[src/rtl/adder_arbiter.sv]
// Round-robin arbiter sharing one external combinational adder among NUM_REQ requesters.
// Latency: grant at cycle T, operands on add_a/add_b at T+1, rsp_valid from T+2.
// Backpressure: result held in RESP until rsp_ready; no new grant until the response is consumed.
//
// Ports:
//   clock, reset             rising-edge clock, asynchronous active-high reset
//   req_valid/req_a/req_b    per-requester request and operands (requester i at [i*WIDTH +: WIDTH])
//   req_ready                one-hot grant, combinational, only in IDLE
//   add_a/add_b/add_sum      operands to and sum from the shared adder
//   rsp_valid/rsp_id/rsp_sum/rsp_ovf/rsp_ready   registered response and its consumer handshake
//   busy                     high whenever an operation is in progress
module adder_arbiter #(
  parameter int NUM_REQ = 4,
  parameter int WIDTH   = 8,
  localparam int IDW    = (NUM_REQ > 1) ? $clog2(NUM_REQ) : 1
) (
  input  logic                     clock,
  input  logic                     reset,
  input  logic [NUM_REQ-1:0]       req_valid,
  input  logic [NUM_REQ*WIDTH-1:0] req_a,
  input  logic [NUM_REQ*WIDTH-1:0] req_b,
  output logic [NUM_REQ-1:0]       req_ready,
  output logic [WIDTH-1:0]         add_a,
  output logic [WIDTH-1:0]         add_b,
  input  logic [WIDTH-1:0]         add_sum,
  output logic                     rsp_valid,
  output logic [IDW-1:0]           rsp_id,
  output logic [WIDTH-1:0]         rsp_sum,
  output logic                     rsp_ovf,
  input  logic                     rsp_ready,
  output logic                     busy
);

  typedef enum logic [1:0] {
    IDLE  = 2'd0,
    ISSUE = 2'd1,
    RESP  = 2'd2
  } state_t;

  state_t           state, state_nxt;
  logic [IDW-1:0]   last_grant;
  logic [IDW-1:0]   gnt;
  logic             found;
  logic [WIDTH-1:0] op_a, op_b;

  // Rotating priority: start one past the last winner so a continuously
  // valid requester waits at most NUM_REQ grants.
  always_comb begin : rr_search
    logic [IDW-1:0] idx;
    found = 1'b0;
    gnt   = '0;
    idx   = '0;
    for (int k = 1; k <= NUM_REQ; k++) begin
      idx = IDW'((int'(last_grant) + k) % NUM_REQ);
      if (!found && req_valid[idx]) begin
        found = 1'b1;
        gnt   = idx;
      end
    end
  end

  // Gated by reset so the grant reads as zero while reset is held.
  always_comb begin
    req_ready = '0;
    if (state == IDLE && found && !reset) req_ready[gnt] = 1'b1;
  end

  // The shared adder only sees our operands during ISSUE.
  assign add_a = (state == ISSUE) ? op_a : '0;
  assign add_b = (state == ISSUE) ? op_b : '0;
  assign busy  = (state != IDLE);

  always_comb begin
    state_nxt = state;
    case (state)
      IDLE:    if (found) state_nxt = ISSUE;
      ISSUE:   state_nxt = RESP;
      RESP:    if (rsp_ready) state_nxt = IDLE;
      default: state_nxt = IDLE;
    endcase
  end

  always_ff @(posedge clock or posedge reset) begin
    if (reset) begin
      state      <= IDLE;
      last_grant <= IDW'(NUM_REQ - 1);
      op_a       <= '0;
      op_b       <= '0;
      rsp_valid  <= 1'b0;
      rsp_id     <= '0;
      rsp_sum    <= '0;
      rsp_ovf    <= 1'b0;
    end else begin
      state <= state_nxt;
      case (state)
        IDLE: begin
          if (found) begin
            op_a       <= req_a[int'(gnt)*WIDTH +: WIDTH];
            op_b       <= req_b[int'(gnt)*WIDTH +: WIDTH];
            last_grant <= gnt;
          end
        end
        ISSUE: begin
          rsp_sum   <= add_sum;
          // A wrapped unsigned sum is smaller than either operand exactly when it carried out.
          rsp_ovf   <= (add_sum < op_a);
          rsp_id    <= last_grant;
          rsp_valid <= 1'b1;
        end
        RESP: begin
          if (rsp_ready) rsp_valid <= 1'b0;
        end
        default: ;
      endcase
    end
  end

endmodule

[config.mk]
export PLATFORM = sky130hd
export DESIGN_NAME = adder_arbiter
export DESIGN_NICKNAME = d
export VERILOG_FILES = /design/src/rtl/adder_arbiter.sv
export SDC_FILE = /design/constraint.sdc
export NUM_CORES = 1
export LEC_CHECK = 0
export ABC_AREA = 1
export CAP_MARGIN = 20
export CORE_ASPECT_RATIO = 1.25
export CORE_MARGIN = 8
export CORE_UTILIZATION = 45
export CTS_CLUSTER_DIAMETER = 60
export CTS_CLUSTER_SIZE = 40
export DETAILED_ROUTE_END_ITERATION = 6
export PLACE_DENSITY = 0.86
export RECOVER_POWER = 50
export SYNTH_ARGS = -nofsm -noshare
export SYNTH_HDL_FRONTEND = slang
export SYNTH_SLANG_ARGS = --single-unit
[constraint.sdc]
create_clock -name clock -period 6.6 [get_ports clock]
set_clock_uncertainty 0.05 [all_clocks]
set_input_delay 1.98 -clock clock [delete_from_list [all_inputs] [get_ports clock]]
set_output_delay 1.98 -clock clock [all_outputs]
set_load 0.005 [all_outputs]
# == Word level (Yosys, flattened, before mapping) ==
# Index checks and enable logic that the tools add are counted.
# word_totals
ff_bits,32
input_bits,79
output_inout_bits,33
# classes
addsub,4
order_cmp,7
eq_ne,4
shifts,2
mux,26
n_reduce_logical,16
# op_table
operator,n
$shiftx A32 B6 Y8,2
$mux W8,2
$lt A2 B3 Y1 const B,5
$mux W2,6
$mux W1,10
$bmux W1 S2,4
$lt A8 B8 Y1,1
$logic_and A1 B1 Y1,6
$pmux W2 S3,1
$reduce_and A2 Y1,3
$add A2 B1 Y2 const B,2
$add A2 B2 Y2 const B,2
$logic_not A1 Y1,4
$mux W4,1
$ne A2 B2 Y1 const B,2
$reduce_bool A2 Y1,2
$demux W1 S2,1
$eq A2 B1 Y1 const B,1
$eq A2 B2 Y1 const B,1
$ge A2 B1 Y1 const B,1
$logic_not A2 Y1,1
$pmux W1 S2,1

# == Depth between registers and ports, before layout ==
# depth
ltp_word,18
ltp_mapped,18
ltp_nobuf,15

# == Worst setup path before layout ==
# OpenSTA, ideal clock, no wires.
# synth_timing
path_kind,input to output
start,in reset
end,out req_ready[2]
arrival_ps,3128
setup_slack_ps,1442
cell_stages,3
n_path_buf,0
cell_sequence,inv_1 > nand2_1 > nor3_1
# synth_via
elab_chain_len,3
# synth_lines
element,line,text
start: declaration,18,"input logic reset,"
$logic_not A1 Y1 (no source line),-,
$logic_and A1 B1 Y1,65,if (state == IDLE && found && !reset) req_ready[gnt] = 1'b1;
$mux W4,65,
end: declaration,22,"output logic [NUM_REQ-1:0] req_ready,"
# Every way passes these cells.

# == Final worst setup path ==
# layout_timing
start,in req_valid[2]
end,out req_ready[3]
# layout_via
elab_chain_len,17
# layout_lines
element,line,text
start: declaration,19,"input logic [NUM_REQ-1:0] req_valid,"
$bmux W1 S2,55,if (!found && req_valid[idx]) begin
$mux W1 (implied by the code),55,
$mux W1,55,
$logic_not A1 Y1,55,
$logic_and A1 B1 Y1,55,
$mux W1,55,
$logic_not A1 Y1,55,
$logic_and A1 B1 Y1,55,
$mux W1,55,
$logic_not A1 Y1,55,
$logic_and A1 B1 Y1,55,
$mux W2,55,
$lt A2 B3 Y1 (implied by the code) / $ge A2 B1 Y1 (equally long branches),65,
$logic_and A1 B1 Y1 (implied by the code),65,
$mux W1 (implied by the code),65,
$demux W1 S2,65,
$mux W4 (*),65,
# Every way passes the cells marked *; elsewhere a longest branch is shown, timed or not. The select of a mux whose other input is x is not followed.

==> flow_summary.yaml <==
run_status:
  status: "finished with violations"
  violations: "max-capacitance violations, max-slew violations"
timing:
  final-setup-viol-count: 0
  hold_viol_final: 0
  worst_pin_slew_ns: 1.68
  period_needed_ns: 6.16
  fmax_mhz: 162
  finalCritPeriodShare_pct: 93.3
  rsz0062_at_grt: "no"
  slew_violations: 33
  tns_ns: 0
  fin_ws_ns: 0.444
  maxSlewHeadroom_pct: -12.3
power:
  clkPwrFrac_pct: 8.0
  power_density_nw_per_um2: 520
  p_comb_share_pct: 73.1
  p_int_w: 0.000903
  p_leak_nw: 1.90
  p_sw_w: 0.000987
  switching_share_pct: 52.2
  seq_power_share_pct: 18.9
  ir_worst_vdd_v: 0.000387
clock_network:
  cts_buffers: 5
  clk_pin_slew_worst_paths_ns: 0.06
  cts_resized: 0
  htree_levels: 2
  postCtsSetupRepairBufs: 0
  clockBufferDepth: 2
  clock_latency_ns: 0.28
  postCtsHoldBufs: 0
  cts_tree: "built"
  cts_root_buf: "clkbuf_8"
  clock_sinks: 32
place:
  dpl_cell_area_um2: 3550
  dpl_worst_slack_ns: 0.481
  dp_hpwl_um: 5920
  globalplace.congestion: 0.846
  io_buffers: 111
synth:
  netlist_area_um2: 2430
  syn_inst: 402
  ys_seq_elements: 32
  synth_top_area_cell: "nand2_1"
  syn_avg_cell_area_um2: 6.05
  ys_top_cells_by_area: "nand2_1, dfrtp_1, nand3_1"
  yosys_warnings: 0
  synth.distinct_cells: 24
  yosys_most_used_dff: "dfrtp_1"
  synth_edf_count: 0
  syn_nets: 488
  ys_async_sr_fraction_pct: 100
  synth_top_area_share_pct: 34.3
  synth.most_common_cell: "nand2_1"
  synth_commonest_cells: "nand2_1, nand3_1, dfrtp_1"
  synth_seq_area_share_pct: 33.0
setup_path:
  path_max_fanout: 18
  crit_path_start_kind: "input pin"
  critical_path_required_ns: 4.57
  worstPathArrival_ns: 4.13
  end_kind: "primary output"
  path_class: "in2out"
route:
  drc: 0
  dr.first_iter.drc_count: 127
  dr_wl_met2_um: 3640
  wl_met3_um: 670
  top_layer_used: "met4"
  drt_wl_total_um: 7480
  wire_per_inst_um: 13.1
  post_drt_via_cell_ratio: 4.87
  firstDrtPassIters: 4
  vias: 2780
  wl_met1_um: 3010
  ant_nets: 0
die:
  die-area_um2: 8030
  io_pins: 112
  core-area_um2: 5330
  die_w_um: 81.8
  rows: 30
  dieHeight_um: 98.2
  initial_utilization_pct: 45.6
global_routing:
  grt_pass1_vias: 2860
  antenna_found_initial: 0
  grt_max_degree: 34
  grtUsageTotal_pct: 19.2
  overflow: 0
  grt_pass1_wl_um: 12600
final_layout:
  diodes: 0
  nFillCells: 475
  drive_gt1_share_pct: 4.93
  area_growth_syn_to_layout_pct: 49.4
  stdcell_area_um2: 3630
  finalNetCount: 592
hold_path:
  min_path_type: "reg2reg"
flow_run:
  cap_violations: 1
## path summary, 6_finish.rpt
kind / slack, ns / endpoint / from / depth (start not counted)
setup / recovery: 0.44 / req_ready[3] / req_valid[2] / 11
hold / removal: 0.43 / rsp_id[1]$_DFFE_PP0P_ / rsp_id[1]$_DFFE_PP0P_ / 2
setup reg to reg: 4.24 / op_b[2]$_DFFE_PP0P_ / last_grant[0]$_DFFE_PP1P_ / 15
hold reg to reg: 0.43 / rsp_id[1]$_DFFE_PP0P_ / rsp_id[1]$_DFFE_PP0P_ / 2
max in group asynchronous: 2.75 / op_b[4]$_DFFE_PP0P_ / reset / 3
min in group asynchronous: 2.78 / rsp_sum[3]$_DFFE_PP0P_ / reset / 3
## power by group through the flow
stage               logic (W)  registers (W)  clock network (W)
finish                0.00138       0.000357           0.000151
global route          0.00158       0.000368           0.000167
CTS                   0.00139       0.000358           0.000156
detailed placement    0.00138       0.000361                  0
global placement      0.00135       0.000356                  0
floorplan             0.00103       0.000347                  0
## cell families after synthesis
logic type | count (synthesis) | share of synthesized area, %
AO/OA/AOI/OAI | 17 | 3.86
AND/OR/NAND/NOR | 293 | 49.5
adder cells (fa/ha/maj) | 7 | 3.60
buffers and inverters | 53 | 10.0
flip-flops | 32 | 33.0
## critical path, stage by stage
cell	delay, ns
clkdlybuf4s50_1	0.43
nand2_1	0.09
nand2_1	0.10
nand2_1	0.08
nand2_1	0.08
nor2_4	0.16
nand4_1	0.12
nand3_1	0.19
inv_2	0.17
nor3_1	0.18
clkdlybuf4s50_1	0.56
## registers in the layout, indices dropped and copies added (netlist names)
| name | cells |
|---|---|
| rsp_valid | 1 |
| op_b | 8 |
| op_a | 8 |
| rsp_ovf | 1 |
| state | 2 |
| rsp_id | 2 |
| rsp_sum | 8 |
| last_grant | 2 |
## stage by stage
stage | utilization, % | std cells | power (W) | hold WS [ns]
after floorplan | - | 402 | 0.00138 | 0.399
after global placement | 66.6 | 563 | 0.00171 | 0.404
after detailed placement | 66.6 | 563 | 0.00174 | 0.416
after CTS | 68.3 | 571 | 0.00191 | 0.433
after global routing | 68.2 | 571 | 0.00212 | 0.446
final | 68.2 | 571 | 0.00189 | 0.428
## cells in the final DEF (no fill, tap or decap)
cell type          n
a21boi_0           1
a21oi_1            4
a31oi_1            1
buf_4              5
clkbuf_1           3
clkbuf_8           6
clkdlybuf4s50_1   98
dfrtp_1           30
dfstp_2            2
dlygate4sd3_1     13
ha_1               7
inv_1             28
inv_2              5
nand2_1          222
nand2_2            4
nand3_1           41
nand3_4            2
nand4_1            1
nor2_1            18
nor2_4             1
nor3_1             4
o211ai_1           1
o21ai_0            7
o21ai_1            2
o31ai_1            1
## area by class of cell
cell class	instances	area, um^2	area share [%]
clock buffer	8	90.1	2.48
inverter	33	124	3.41
multi-input combinational	317	1390	38.1
sequential	32	803	22.1
tap	64	80.1	2.20
timing repair buffer	117	1150	31.7
## metal layers
metal | vias up | GRT usage [%]
li1 | 1443 | -
met1 | 1201 | 23.1
met2 | 124 | 30.2
met3 | 12 | 5.42
met4 | 0 | 8.94
met5 | - | 0
No activity file was read; power rests on OpenSTA's default activity.
